**config.mk**
```make
export PLATFORM = sky130hd
export DESIGN_NAME = flip_flop_shift_reg_flat
export DESIGN_NICKNAME = d
export VERILOG_FILES = /design/src/rtl/flip_flop_shift_reg_pkg.sv /design/src/rtl/flip_flop_shift_reg_if.sv /design/src/rtl/flip_flop_shift_reg_dff_sync_rst_n.sv /design/src/rtl/flip_flop_shift_reg.sv /design/src/flat_wrapper.sv
export SDC_FILE = /design/constraint.sdc
export NUM_CORES = 1
export LEC_CHECK = 0
export ABC_CLOCK_PERIOD_IN_PS = 800
export CAP_MARGIN = 20
export CORE_AREA = 2 2 39 41
export CTS_CLUSTER_SIZE = 40
export DETAILED_ROUTE_END_ITERATION = 7
export DIE_AREA = 0 0 41 43
export GPL_ROUTABILITY_DRIVEN = 0
export GPL_TIMING_DRIVEN = 0
export PLACE_DENSITY = 0.52
export SLEW_MARGIN = 10
export SYNTH_ARGS = -nofsm -noshare
export SYNTH_HDL_FRONTEND = slang
export SYNTH_SLANG_ARGS = --single-unit
export TNS_END_PERCENT = 20
```
**constraint.sdc**
```tcl
create_clock -name clk -period 0.8 [get_ports clk]
set_input_delay 0.16 -clock clk [delete_from_list [all_inputs] [get_ports clk]]
set_output_delay 0.16 -clock clk [all_outputs]
set_load 0.1 [all_outputs]
```
**src/rtl/flip_flop_shift_reg_pkg.sv**
```systemverilog
// Shared constants for the flip-flop-chain shift register.
package flip_flop_shift_reg_pkg;

  // Stage count used when the instantiating code does not override WIDTH.
  localparam int DEFAULT_WIDTH = 8;

  // Smallest chain that still has distinct newest and oldest stages.
  localparam int MIN_WIDTH = 2;

endpackage : flip_flop_shift_reg_pkg

```
**src/rtl/flip_flop_shift_reg_if.sv**
```systemverilog
// Data bundle of the shift register: serial input, parallel and serial outputs.
// The master drives sin and observes the register; the slave is the register.
interface flip_flop_shift_reg_if
  import flip_flop_shift_reg_pkg::*;
#(
  parameter int WIDTH = DEFAULT_WIDTH
);

  logic             sin;  // serial data entering the MSB stage
  logic [WIDTH-1:0] out;  // out[WIDTH-1] newest bit, out[0] oldest bit
  logic             so;   // serial data out, same as out[0]

  modport master (
    output sin,
    input  out,
    input  so
  );

  modport slave (
    input  sin,
    output out,
    output so
  );

endinterface : flip_flop_shift_reg_if

```
**src/rtl/flip_flop_shift_reg_dff_sync_rst_n.sv**
```systemverilog
// Single D flip-flop with synchronous active-low clear; one stage of the chain.
module dff_sync_rst_n (
  input  logic clk,
  input  logic rst,
  input  logic d,
  output logic q
);

  // Capture d on every rising edge, or clear when rst is sampled low.
  // NOTE: clocked state uses non-blocking assignment so that every stage
  // samples its neighbour's pre-edge value and the chain shifts by exactly
  // one position per edge, independent of process evaluation order.
  always_ff @(posedge clk) begin
    if (!rst) q <= 1'b0;
    else      q <= d;
  end

endmodule : dff_sync_rst_n

```
**src/rtl/flip_flop_shift_reg.sv**
```systemverilog
// Serial-in, parallel-out / serial-out shift register built structurally as a
// chain of WIDTH discrete D flip-flops. sin enters the MSB stage, the contents
// move one stage towards bit 0 per clock, and bit 0 is the serial output.
// WIDTH must be at least MIN_WIDTH and must match the width of the bus.
module flip_flop_shift_reg
  import flip_flop_shift_reg_pkg::*;
#(
  parameter int WIDTH = DEFAULT_WIDTH
) (
  input  logic                 clk,
  input  logic                 rst,  // synchronous, active low
  flip_flop_shift_reg_if.slave bus
);

  // s[WIDTH] is the chain input, s[i] is the output of stage i.
  logic [WIDTH:0] s;

  // Feed the serial input into the head of the chain.
  assign s[WIDTH] = bus.sin;

  // One flip-flop per bit, each fed by the stage above it.
  for (genvar i = 0; i < WIDTH; i++) begin : g_stage
    dff_sync_rst_n u_dff (
      .clk (clk),
      .rst (rst),
      .d   (s[i+1]),
      .q   (s[i])
    );
  end : g_stage

  // Parallel view of all stages; the serial output is a wire copy of stage 0,
  // so there is no extra register delay on so.
  assign bus.out = s[WIDTH-1:0];
  assign bus.so  = s[0];

endmodule : flip_flop_shift_reg

```
**src/flat_wrapper.sv**
```systemverilog
// flat-port wrapper written by rule: the top's interface ports become plain ports
module flip_flop_shift_reg_flat import flip_flop_shift_reg_pkg::*;
#(
  parameter int WIDTH = DEFAULT_WIDTH
)
  (clk, rst, bus_sin, bus_out, bus_so);
  flip_flop_shift_reg_if #(.WIDTH(WIDTH)) bus_i ();
  input  logic clk;
  input  logic rst;
  input wire logic [$bits(bus_i.sin)-1:0] bus_sin;
  output wire logic [$bits(bus_i.out)-1:0] bus_out;
  output wire logic [$bits(bus_i.so)-1:0] bus_so;
  assign bus_i.sin = bus_sin;
  assign bus_out = bus_i.out;
  assign bus_so = bus_i.so;
  flip_flop_shift_reg #(.WIDTH(WIDTH)) u_core (.clk(clk), .rst(rst), .bus(bus_i));
endmodule
```
==> flow_metrics.env <==
export IMPL_outcome="complete, but fails checks"
export IMPL_violations="negative setup slack"
export IMPL_end_kind="output pin"
export IMPL_initial_core_util=0.195
export IMPL_arrival_ps=870
export IMPL_leakage_nw=0.237
export IMPL_rsz0062_at_grt="true"
export IMPL_first_global_vias=216
export IMPL_hold_viol=0
export IMPL_path_class="reg2out"
export IMPL_dieHeight_um=43
export IMPL_cts_root_buf="clkbuf_4"
export IMPL_multiInputGateArea_um2=50.0
export IMPL_largest_register="u_core.g_stage.u_dff.q"
export IMPL_numPortBuffers=11
export IMPL_dp_hpwl_um=311
export IMPL_ctsHoldBuffers=0
export IMPL_tightest_slew_ps=198
export IMPL_wire_per_inst_um=8.93
export IMPL_holdWs_ps=461
export IMPL_required_ps=640
export IMPL_synth_fp_nets=27
export IMPL_slew_headroom=0.868
export IMPL_drive_above_1_share=0.692
export IMPL_skew_ps=0.258
export IMPL_vias_per_cell=3.58
export IMPL_areaGrowthSynthToFinish_pct=105
export IMPL_grt_ovfl_total=0
export IMPL_yosysUniqueCellTypes=3
export IMPL_crit_family="flip-flops"
export IMPL_die_w_um=41
export IMPL_cts_setup_buffers=0
export IMPL_regArea_um2=171
export IMPL_largest_reg_flops=8
export IMPL_finalWorstPathRequiredPeriod_ps=1030
export IMPL_routed_wl_um=491
export IMPL_drtIter0Drc=0
export IMPL_yosys_warnings=0
export IMPL_synth_yosys_seq_area_share=0.593
export IMPL_fin_crit_sh=1.29
export IMPL_grt_pass1_wl_um=841
export IMPL_setup_violations_final=9
export IMPL_worst_path_buf_inv=2
export IMPL_nNetsFinal=43
export IMPL_fmax_ghz=0.968
export IMPL_row_count=14
export IMPL_max_stage_delay_ps=350
export IMPL_slew_viol_final=0
export IMPL_cts_made_buffers=3
export IMPL_antenna_found_initial=0
export IMPL_grt_usage=0.0807
export IMPL_reg_top3="u_core.g_stage.u_dff.q (8)"
export IMPL_synth_seq_cells=8
export IMPL_clockBufferDepth=2
export IMPL_place_ws_ps=-911
export IMPL_synth_area_um2=270
export IMPL_antenna_left=0
export IMPL_powerDensity_nw_per_um2=1580
export IMPL_min_delay_path_class="reg2reg"
export IMPL_fillers=139
export IMPL_dr_pass1_iters=1
export IMPL_slowest_stage="dfxtp_4"
export IMPL_crit_top_cell="buf_12"
export IMPL_crit_chain="buf_12 > buf_12"
export IMPL_clock_latency_ps=250
export IMPL_vias=197
export IMPL_syn_inst=24
export IMPL_grt_max_degree=9
export IMPL_syn_avg_cell_area_um2=11.3
export IMPL_pin_count=12
export IMPL_drc_errors=0
export IMPL_clk_pin_slew_ps=60
export IMPL_path_max_fanout=2
export IMPL_peakVddDrop_mv=0.572
export IMPL_cts_num_sinks=8
export IMPL_cts_tree="built"
export IMPL_startpoint_type="register"
export IMPL_setup_slack_ps=-233
export IMPL_dieArea_um2=1760
export IMPL_core_area_um2=1380
export IMPL_cap_violations=0
export IMPL_h_tree_depth=1
export IMPL_num_antenna_cells=0
-- path summary, 6_finish.rpt --
kind	startpoint	endpoint	slack [ps]	cells past startpoint
min reg2reg	u_core.g_stage[4].u_dff.q	u_core.g_stage[3].u_dff.q	460	1
min	u_core.g_stage[4].u_dff.q	u_core.g_stage[3].u_dff.q	460	1
max reg2reg	u_core.g_stage[7].u_dff.q	u_core.g_stage[6].u_dff.q	220	1
max	u_core.g_stage[0].u_dff.q	bus_out[0]	-230	2
-- placed cells by master, fill, tap and decap left out --
master,count
buf_12,9
buf_4,1
dfxtp_4,1
clkbuf_1,1
clkdlybuf4s50_1,2
dfxtp_1,1
clkbuf_4,3
dfxtp_2,6
and2_1,8
buf_6,7
-- logic make-up (layout without fill, tap and decap cells) --
logic type | Yosys count | after routing | synth area share
buffers and inverters | 8 | 23 | 0.222
DFF | 8 | 8 | 0.593
and+or+nand+nor | 8 | 8 | 0.185
-- area by class of cell --
type                       instances  area share
tap                               16      0.0361
clock buffer                       4      0.0474
timing repair buffer              11       0.345
multi-input combinational          8      0.0903
buffer                             8       0.172
sequential                         8       0.309
-- per-layer routing --
layer,wire length [um],global-route usage,share of wire
met2,282,0.116,0.57
met3,42,0.0314,0.086
met1,160,0.0719,0.33
met4,6,0.100,0.012
met5,0,0,0
-- timing repair --
item | CTS | global route
setup endpoints to repair | 9 | 9
resized for setup | 91 | 0
hold endpoints to repair | 0 | 0
-- metrics by stage --
step                utilization  setup TNS (ps)  instance area (um^2)  instances  power [W]
floorplan                     -            -103                   287         24   0.000490
global placement          0.301           -8980                   417         51   0.000518
global route              0.401           -2120                   554         55   0.000920
detailed placement        0.301           -9260                   417         51   0.000519
finish                    0.401           -1830                   554         55   0.000874
CTS                       0.401           -1960                   554         55   0.000893
-- synth_stat cells --
library cell	count	area, um^2
dfxtp_1	8	160
buf_4	8	60.1
and2_1	8	50.1
-- power breakdown --
group | total, W | internal (W) | leakage (nW) | switching [W]
clock | 0.000335 | 0.000191 | 0.0150 | 0.000143
combinational | 0.000129 | 0.0000558 | 0.154 | 0.0000736
sequential | 0.000410 | 0.000405 | 0.0685 | 0.00000563
(Power assumes the default switching activity.)
